--- config.mk ---
export PLATFORM = sky130hd
export DESIGN_NAME = eth_ingress_arbiter
export DESIGN_NICKNAME = d
export VERILOG_FILES = /design/src/rtl/eth_ingress_arbiter.sv
export SDC_FILE = /design/constraint.sdc
export NUM_CORES = 1
export LEC_CHECK = 0
export CORE_AREA = 3 3 134 136
export CTS_BUF_LIST = sky130_fd_sc_hd__clkbuf_8
export DETAILED_ROUTE_END_ITERATION = 10
export DIE_AREA = 0 0 137 139
export PLACE_DENSITY = 0.72
export SKIP_CTS_REPAIR_TIMING = 1
export SLEW_MARGIN = 20
export SYNTH_ARGS = -nofsm -noshare
export SYNTH_HDL_FRONTEND = slang
export SYNTH_SLANG_ARGS = --single-unit
export TNS_END_PERCENT = 5
--- constraint.sdc ---
create_clock -name clk -period 2.24 [get_ports clk]
set_input_delay 0.448 -clock clk [delete_from_list [all_inputs] [get_ports clk]]
set_output_delay 0.448 -clock clk [all_outputs]
set_load 0.01 [all_outputs]
--- src/rtl/eth_ingress_arbiter.sv ---
// Frame-atomic round-robin arbiter sharing one AXI4-Stream frame parser between NUM_PORTS ingress ports.
// Define ETH_ARB_FRAME_COUNT_EN to add per-port frame counters on the output side.
module eth_ingress_arbiter #(
  parameter int DATA_WIDTH = 64,
  parameter int NUM_PORTS  = 4,
  localparam int PORT_ID_W = $clog2(NUM_PORTS)
) (
  input  logic                            clk,
  input  logic                            rst_n,
  input  logic [NUM_PORTS*DATA_WIDTH-1:0] s_axis_tdata,
  input  logic [NUM_PORTS-1:0]            s_axis_tvalid,
  output logic [NUM_PORTS-1:0]            s_axis_tready,
  input  logic [NUM_PORTS-1:0]            s_axis_tlast,
  input  logic [NUM_PORTS-1:0]            port_enable,
  output logic [DATA_WIDTH-1:0]           m_axis_tdata,
  output logic                            m_axis_tvalid,
  input  logic                            m_axis_tready,
  output logic                            m_axis_tlast,
  output logic [PORT_ID_W-1:0]            m_axis_tid,
`ifdef ETH_ARB_FRAME_COUNT_EN
  output logic [NUM_PORTS*32-1:0]         frame_count,
`endif
  output logic                            grant_active
);

  typedef enum logic {IDLE, LOCKED} state_t;

  state_t               state, state_nxt;
  logic [PORT_ID_W-1:0] grant, last_grant, rr_sel;
  logic                 rr_found, out_ready, accept, frame_end;
  logic [NUM_PORTS-1:0] candidates;
  int                   rr_idx;

  // Enable is only consulted here, so a frame already granted survives a mid-frame disable.
  assign candidates = s_axis_tvalid & port_enable;
  assign out_ready  = !m_axis_tvalid || m_axis_tready;

  // Search upward from the port after the last winner, wrapping around.
  always_comb begin
    rr_found = 1'b0;
    rr_sel   = '0;
    rr_idx   = 0;
    for (int i = 1; i <= NUM_PORTS; i++) begin
      rr_idx = (int'(last_grant) + i) % NUM_PORTS;
      if (!rr_found && candidates[PORT_ID_W'(rr_idx)]) begin
        rr_found = 1'b1;
        rr_sel   = PORT_ID_W'(rr_idx);
      end
    end
  end

  always_ff @(posedge clk or negedge rst_n) begin
    if (!rst_n) state <= IDLE;
    else        state <= state_nxt;
  end

  always_comb begin
    state_nxt = state;
    case (state)
      IDLE:   if (rr_found)  state_nxt = LOCKED;
      LOCKED: if (frame_end) state_nxt = IDLE;
    endcase
  end

  always_comb begin
    s_axis_tready = '0;
    accept        = 1'b0;
    frame_end     = 1'b0;
    grant_active  = (state == LOCKED);
    if (state == LOCKED) begin
      s_axis_tready[grant] = out_ready;
      accept               = s_axis_tvalid[grant] && out_ready;
      frame_end            = accept && s_axis_tlast[grant];
    end
  end

  always_ff @(posedge clk or negedge rst_n) begin
    if (!rst_n) begin
      grant      <= '0;
      last_grant <= PORT_ID_W'(NUM_PORTS - 1);
    end else begin
      if (state == IDLE && rr_found) grant <= rr_sel;
      if (frame_end)                 last_grant <= grant;
    end
  end

  // Single skid-free output stage: a load may coincide with the drain of the previous beat.
  always_ff @(posedge clk or negedge rst_n) begin
    if (!rst_n) begin
      m_axis_tvalid <= 1'b0;
      m_axis_tdata  <= '0;
      m_axis_tlast  <= 1'b0;
      m_axis_tid    <= '0;
    end else if (accept) begin
      m_axis_tvalid <= 1'b1;
      m_axis_tdata  <= s_axis_tdata[grant*DATA_WIDTH +: DATA_WIDTH];
      m_axis_tlast  <= s_axis_tlast[grant];
      m_axis_tid    <= grant;
    end else if (m_axis_tready) begin
      m_axis_tvalid <= 1'b0;
    end
  end

`ifdef ETH_ARB_FRAME_COUNT_EN
  always_ff @(posedge clk or negedge rst_n) begin
    if (!rst_n)
      frame_count <= '0;
    else if (m_axis_tvalid && m_axis_tready && m_axis_tlast)
      frame_count[m_axis_tid*32 +: 32] <= frame_count[m_axis_tid*32 +: 32] + 32'd1;
  end
`endif

endmodule

==> metrics.md, run 1 <==
| Metric | Value |
|---|---|
| Outcome | complete, no violations |
| Worst setup path category | register to register |
| Unique masters post-synth | 30 |
| Total routing usage reported by global routing | 0.1690 |
| Routability congestion estimate | 0.8908 |
| CTS Buf Count | 9 |
| Net count after synthesis | 541 |
| Vertical die dimension | 139 um |
| Worst path slowest cell | sky130_fd_sc_hd__mux4_2 |
| Family of cells with the greatest summed delay on the critical path | multiplexers |
| P_sw | 0.003100 W |
| First DRT Iteration DRCs | ~120 |
| Internal power component | 0.006267 W |
| Via count | 4048 |
| Hold WC Path Type | input port to async pin |
| Post-synthesis average cell area | 16.47 um^2 |
| Slew Viols, Final | 0 |
| Total number of nets in the final design | 886 |
| Final Routed Wirelength | 16.27 mm |
| Maximum achievable frequency | slightly above 500 MHz |
| Required time at the worst-slack endpoint | 2.48 ns |
| Worst-case setup margin in the final layout | 0.2882 ns |
| Part of the power in combinational logic | 0.632 |
| Gate count after technology mapping | 270 |
| Power density relative to cell area | about 1100 nW/um^2 |
| Core outline area | 17060 um^2 |
| Clock transition time at the flip-flop clock pins of the worst setup and hold paths | 0.08 ns |
| List of cells traversed by the critical path | mux4_2 > nand3_4 > buf_12 > mux2_2 |
| GR Overflow Total | 0 |
| Fraction of layout cells with a size suffix above 1 | 0.2645 |
| Worst setup slack before clock tree synthesis | -0.07482 ns |
| Die X-Extent | 137 um |
| Maximum number of pins on one net before global-route repair | 39 |
| Share of the synthesized area in the top cell type | 0.3995 |
| Buf+Inv Stages, Crit Path | 1 |
| Number of search-and-repair iterations in the first detailed-routing pass | 4 |
| Endpoint kind of the worst setup timing path | register |
| Unrepaired setup endpoints after global routing | no |
| Layout Skew | 0.01220 ns |
| Root buffer cell | sky130_fd_sc_hd__clkbuf_8 |
| Sequential-to-total area share from yosys stat | 0.4114 |
| Synth Register Bits | 73 |
| Net switching fraction of the power | 0.3309 |
| Critical path arrival | 2.19 ns |
| Dominant cell type by area after synthesis | sky130_fd_sc_hd__dfrtp_1 |
| Critical Path Start Type | register |
| Slew of the pin with the lowest slew margin | slightly below 0.5 ns |
| Port Buf Inserts | 343 |
| Number of global-route vias before repair | 4529 |
| Antenna Violating Nets Remaining | 0 |
| Largest fanout on the critical path | 29 |
| Setup Viol. Count Final | 0 |
| Clock tree from TritonCTS | built |
| Synth Cell Area | roughly 4400 um^2 |
| Row count | between 40 and 50 |
| Leakage power figure | around 3.3 nW |
| Most used cells in the layout excluding fill and tap cells | sky130_fd_sc_hd__clkdlybuf4s50_1, sky130_fd_sc_hd__dfrtp_1, sky130_fd_sc_hd__mux4_2, sky130_fd_sc_hd__mux2_2 |
| Area grow syn2layout | 88.60% |
| Top Ports | 344 |
| Post-layout min period | 1.952 ns |
| Share of power burned in the clock network | 0.101 |
| Average wire per standard cell | 19.23 um |
| Final Cell Area | approximately 8400 um^2 |
| Number of max-cap violations | 0 |
| Starting density of the core | 0.2607 |
| Longest individual stage delay on the worst path | ~0.6 ns |
| Global-route wire length before repair | about 24 mm |
| Final hold vios | 0 |
| Period utilisation layout | 0.8713 |
| Sequential Power Share | 0.267 |
| Sum of negative setup slack | 0 ns |
| YS warnings | 0 |
| Insertion delay of the later-clocked pin in the worst-skew pair | 0.37 ns |
| Relative slew slack | 0.6739 |
| CTS Sinks | 73 |
| Post-detailed-route via-to-cell ratio | roughly 4.8 |
| Die footprint | 19040 um^2 |
| Biggest area contributors in the synthesized netlist | sky130_fd_sc_hd__dfrtp_1, sky130_fd_sc_hd__mux4_2, sky130_fd_sc_hd__mux2_2 |
| Post-layout util | 0.4917 |
| Filler cell count in the final layout | about 1500 |
| Initial antenna violation count | 2 |
| Detail Placement HPWL | about 14 mm |
| # DRC | 0 |
| Largest voltage drop on the vdd net | 0.0006909 V |
| H-tree depth reported by CTS | 3 |
| Most common cell after layout, fill and taps aside | sky130_fd_sc_hd__clkdlybuf4s50_1 |
| Maximum buffer depth of the clock tree | 2 |
| DP Area | 8194 um^2 |
==> worst paths after layout <==
path / from / cells past startpoint / to / slack, ns
max: grant[1] / 4 / m_axis_tdata[39] / 0.29
min: rst_n / 1 / m_axis_tdata[59] / 0.03
max reg2reg: grant[1] / 4 / m_axis_tdata[39] / 0.29
min reg2reg: m_axis_tid[0] / 2 / m_axis_tid[0] / 0.49
max in group asynchronous: rst_n / 2 / last_grant[1] / 1.54
min in group clk: m_axis_tid[0] / 2 / m_axis_tid[0] / 0.49
==> cell usage after synthesis <==
master / instances
sky130_fd_sc_hd__nor3_1: 2
sky130_fd_sc_hd__o21ai_0: 4
sky130_fd_sc_hd__a22oi_1: 2
sky130_fd_sc_hd__nand3_1: 2
sky130_fd_sc_hd__nand2_1: 12
sky130_fd_sc_hd__mux2_4: 5
sky130_fd_sc_hd__o22ai_1: 1
sky130_fd_sc_hd__nor2_1: 4
sky130_fd_sc_hd__nand4_1: 1
sky130_fd_sc_hd__a211o_1: 1
sky130_fd_sc_hd__mux4_2: 66
sky130_fd_sc_hd__buf_4: 6
sky130_fd_sc_hd__dfrtp_1: 71
sky130_fd_sc_hd__o2bb2ai_1: 1
sky130_fd_sc_hd__dfstp_2: 2
sky130_fd_sc_hd__a21oi_1: 3
sky130_fd_sc_hd__mux2_2: 60
sky130_fd_sc_hd__nand2b_1: 1
sky130_fd_sc_hd__buf_6: 3
sky130_fd_sc_hd__a222oi_1: 1
sky130_fd_sc_hd__clkbuf_1: 6
sky130_fd_sc_hd__inv_1: 2
sky130_fd_sc_hd__nand3_2: 1
sky130_fd_sc_hd__a31oi_1: 1
sky130_fd_sc_hd__o21a_1: 1
sky130_fd_sc_hd__buf_8: 1
sky130_fd_sc_hd__nor3b_1: 1
sky130_fd_sc_hd__mux2i_1: 1
sky130_fd_sc_hd__buf_1: 1
sky130_fd_sc_hd__buf_2: 7
==> routing by layer <==
metal  up-vias  part of all wire  track usage
met3        30             0.091      0.05225
li1       1792                 -            -
met5         -           0.00080            0
met1      2007              0.34       0.1764
met2       217              0.54       0.3096
met4         2             0.026      0.06880
==> stage by stage <==
step / hold slack, ns / total power (W) / std cells
5_1_grt: 0.05328 / 0.009960 / 845
6_report: 0.02823 / 0.009366 / 846
3_3_place_gp: 0.4393 / 0.008422 / 829
3_5_place_dp: 0.4471 / 0.008570 / 829
2_1_floorplan: 0.1524 / 0.005931 / 270
4_1_cts: 0.02139 / 0.009562 / 845
==> registers in the layout, indices dropped and copies added (netlist names) <==
register	count
m_axis_tid	2
m_axis_tdata	64
m_axis_tvalid	1
grant_active	1
m_axis_tlast	1
last_grant	2
grant	2
==> cell families after synthesis <==
group / share of synthesized area
AOI/OAI and AO/OA: 0.02195
buffers and inverters: 0.03657
DFF: 0.4114
muxes: 0.5053
and+or+nand+nor: 0.02476
==> power by group through the flow <==
stage / Sequential (W) / Clock, W / Combinational [W]
after floorplan: 0.00268 / 0 / 0.00325
after global placement: 0.00249 / 0 / 0.00593
after detailed placement: 0.00252 / 0 / 0.00605
after CTS: 0.00251 / 0.00100 / 0.00606
after global routing: 0.00260 / 0.00104 / 0.00632
final: 0.00250 / 0.000946 / 0.00592
==> final cells by class <==
class,count,area (um^2),share of cell area
antenna,1,2.502,0.0002984
inverter,2,7.507,0.0008951
multi-input combinational,171,2462,0.2936
timing repair buffer,358,3616,0.4312
clock buffer,12,165.2,0.01969
clock inverter,4,15.01,0.001790
tap,225,281.5,0.03357
sequential,73,1837,0.2190
==> worst reg2reg max path: stages, from the launching register on <==
cell	delay, ns
sky130_fd_sc_hd__dfrtp_4	0.51
sky130_fd_sc_hd__mux4_2	0.59
sky130_fd_sc_hd__nand3_4	0.15
sky130_fd_sc_hd__buf_12	0.20
sky130_fd_sc_hd__mux2_2	0.38
No activity file was read; power rests on OpenSTA's default activity.
==> inputs of run 2 (changes only) <==
CAP_MARGIN = 25   (was not set)
SLEW_MARGIN = not set   (was 20)
==> results of run 2 <==
Same layout as run 1: the final DEF is identical, and so are final timing and power.
==> inputs of run 3 (changes only) <==
MAX_ROUTING_LAYER = met4   (was not set)
==> run 3 against run 2 <==
Effect of this change: global-route usage grew 0.52 points; critical path depth did not move; clock skew decreased by 0.00051 ns; register-to-register slack about the same; setup slack better by 0.0078 ns; count of clock-buffer cells in the layout is the same; critical endpoint is now m_axis_tdata[52]; total power fell by 0.10%; non-clock buffer count unchanged; utilization barely moved.
==> metrics.md, run 3 (synthesized netlist as in run 1, its figures left out) <==
| Metric | Value |
|---|---|
| Met3 routing resource usage after global routing | 0.04826 |
| Vertical die dimension | 139 um |
| Post-layout min period | 1.944 ns |
| CTS Buf Count | 9 |
| Register bank with the most flops | m_axis_tdata |
| Average wire per standard cell | roughly 19 um |
| Period utilisation layout | 0.8679 |
| Global-route layer with the greatest usage | met2 |
| Number of max-cap violations | 0 |
| First DRT Iteration DRCs | 134 |
| Largest voltage drop on the vdd net | ~0.00069 V |
| Row count | 48 |
| Die footprint | 19040 um^2 |
| Fraction of layout cells with a size suffix above 1 | 0.2645 |
| Area taken by multi-input logic gates | 2462 um^2 |
| Worst setup slack before clock tree synthesis | -0.07482 ns |
| # DRC | 0 |
| Total routing usage reported by global routing | 0.1742 |
| Startpoint of the lowest-slack register-to-register path | grant[1] |
| Fraction of met1 tracks used by global routing | 0.1797 |
| Maximum achievable frequency | a little over 500 MHz |
| Setup Viol. Count Final | 0 |
| Final hold vios | 0 |
| Critical Path Start Type | register |
| Port Buf Inserts | 343 |
| Die X-Extent | between 100 and 150 um |
| Slew Viols, Final | 0 |
| Routability congestion estimate | approximately 0.91 |
| Leakage power figure | 3.270 nW |
| Critical path arrival | ~2.2 ns |
| Worst path slowest cell | sky130_fd_sc_hd__mux4_2 |
| Unrepaired setup endpoints after global routing | no |
| Area grow syn2layout | 88.66% |
| H-tree depth reported by CTS | 3 |
| DP Area | between 8000 and 9000 um^2 |
| CTS Sinks | 73 |
| Filler cell count in the final layout | 1498 |
| Required time at the worst-slack endpoint | 2.48 ns |
| Total number of nets in the final design | 886 |
| List of cells traversed by the critical path | mux4_2 > nand3_4 > buf_12 > mux2_2 |
| Outcome | complete, no violations |
| Hold WC Path Type | input port to async pin |
| Sum of negative setup slack | 0 ns |
| Worst setup path category | register to register |
| Slew of the pin with the lowest slew margin | 0.4905 ns |
| Launch point of the worst path | grant[1] |
| Via count | 4031 |
| Most used cells in the layout excluding fill and tap cells | sky130_fd_sc_hd__clkdlybuf4s50_1, sky130_fd_sc_hd__dfrtp_1, sky130_fd_sc_hd__mux4_2, sky130_fd_sc_hd__mux2_2 |
| Power density relative to cell area | about 1100 nW/um^2 |
| Post-layout util | 0.4919 |
| GR Overflow Total | 0 |
| Maximum buffer depth of the clock tree | 2 |
| Root buffer cell | sky130_fd_sc_hd__clkbuf_8 |
| Layout Skew | roughly 0.012 ns |
| Number of search-and-repair iterations in the first detailed-routing pass | 5 |
| Final Routed Wirelength | 16.23 mm |
| Clock transition time at the flip-flop clock pins of the worst setup and hold paths | 0.08 ns |
| Initial antenna violation count | 2 |
| Maximum number of pins on one net before global-route repair | 39 |
| Detail Placement HPWL | 13.65 mm |
| Antenna Violating Nets Remaining | 0 |
| Insertion delay of the later-clocked pin in the worst-skew pair | between 0.3 and 0.4 ns |
| Longest individual stage delay on the worst path | 0.58 ns |
| Worst-case setup margin in the final layout | 0.2960 ns |
| Largest register FFs | 64 |
| Top Ports | between 300 and 400 |
| Core outline area | roughly 17000 um^2 |
| Number of global-route vias before repair | 4530 |
| Relative slew slack | 0.6730 |
| Global-route wire length before repair | ~24 mm |
| Tightest hold margin | 0.03095 ns |
| Met2 demand-to-capacity share in global routing | 0.3096 |
| Most common cell after layout, fill and taps aside | sky130_fd_sc_hd__clkdlybuf4s50_1 |
| Register area | 1837 um^2 |
| Family of cells with the greatest summed delay on the critical path | multiplexers |
| Post-detailed-route via-to-cell ratio | 4.759 |
| Clock tree from TritonCTS | built |
| Starting density of the core | 0.2607 |
| Buf+Inv Stages, Crit Path | 1 |
| Endpoint kind of the worst setup timing path | register |
| Largest fanout on the critical path | 29 |
| Final Cell Area | ~8400 um^2 |
-- run 3: report_power, final --
group | internal, W | leakage (nW) | switching [W]
combinational | 0.00374 | 2.31 | 0.00218
sequential | 0.00205 | 0.851 | 0.000441
clock | 0.000477 | 0.108 | 0.000466
-- run 3: final cells by class --
type                    instances  area share
clock inverters                 4    0.001790
inverters                       2   0.0008949
multi-input cells             171      0.2935
well taps                     225     0.03356
repair buffers                358      0.4310
flip-flops and latches         73      0.2189
clock buffers                  12     0.01969
diodes                          2   0.0005966
-- run 3: worst reg2reg max path: cells and delay by family, from the launching register on --
kind,cells,cell delay (ns)
AND/OR/NAND/NOR,1,0.15
buffers and inverters,1,0.20
multiplexers,2,0.97
flip-flops,1,0.51
-- run 3: metal layers --
metal / routed length, um / up-vias
met2: 8759 / 221
met5: 0 / -
met3: 1429 / 26
li1: - / 1789
met1: 5637 / 1995
met4: 398 / 0
-- run 3: path summary, 6_finish.rpt --
check                           slack, ns  cells past startpoint          endpoint
worst max-delay path                 0.30                      4  m_axis_tdata[52]
min in group clk                     0.48                      2     m_axis_tid[0]
worst min register to register       0.48                      2     m_axis_tid[0]
worst max register to register       0.30                      4  m_axis_tdata[52]
max in group asynchronous            1.54                      2     last_grant[1]
worst min-delay path                 0.03                      1  m_axis_tdata[59]
-- run 3: through the flow --
step	power [W]	std cells
floorplan	0.005931	270
global placement	0.008422	829
detailed placement	0.008570	829
CTS	0.009562	845
global route	0.009962	847
finish	0.009356	847
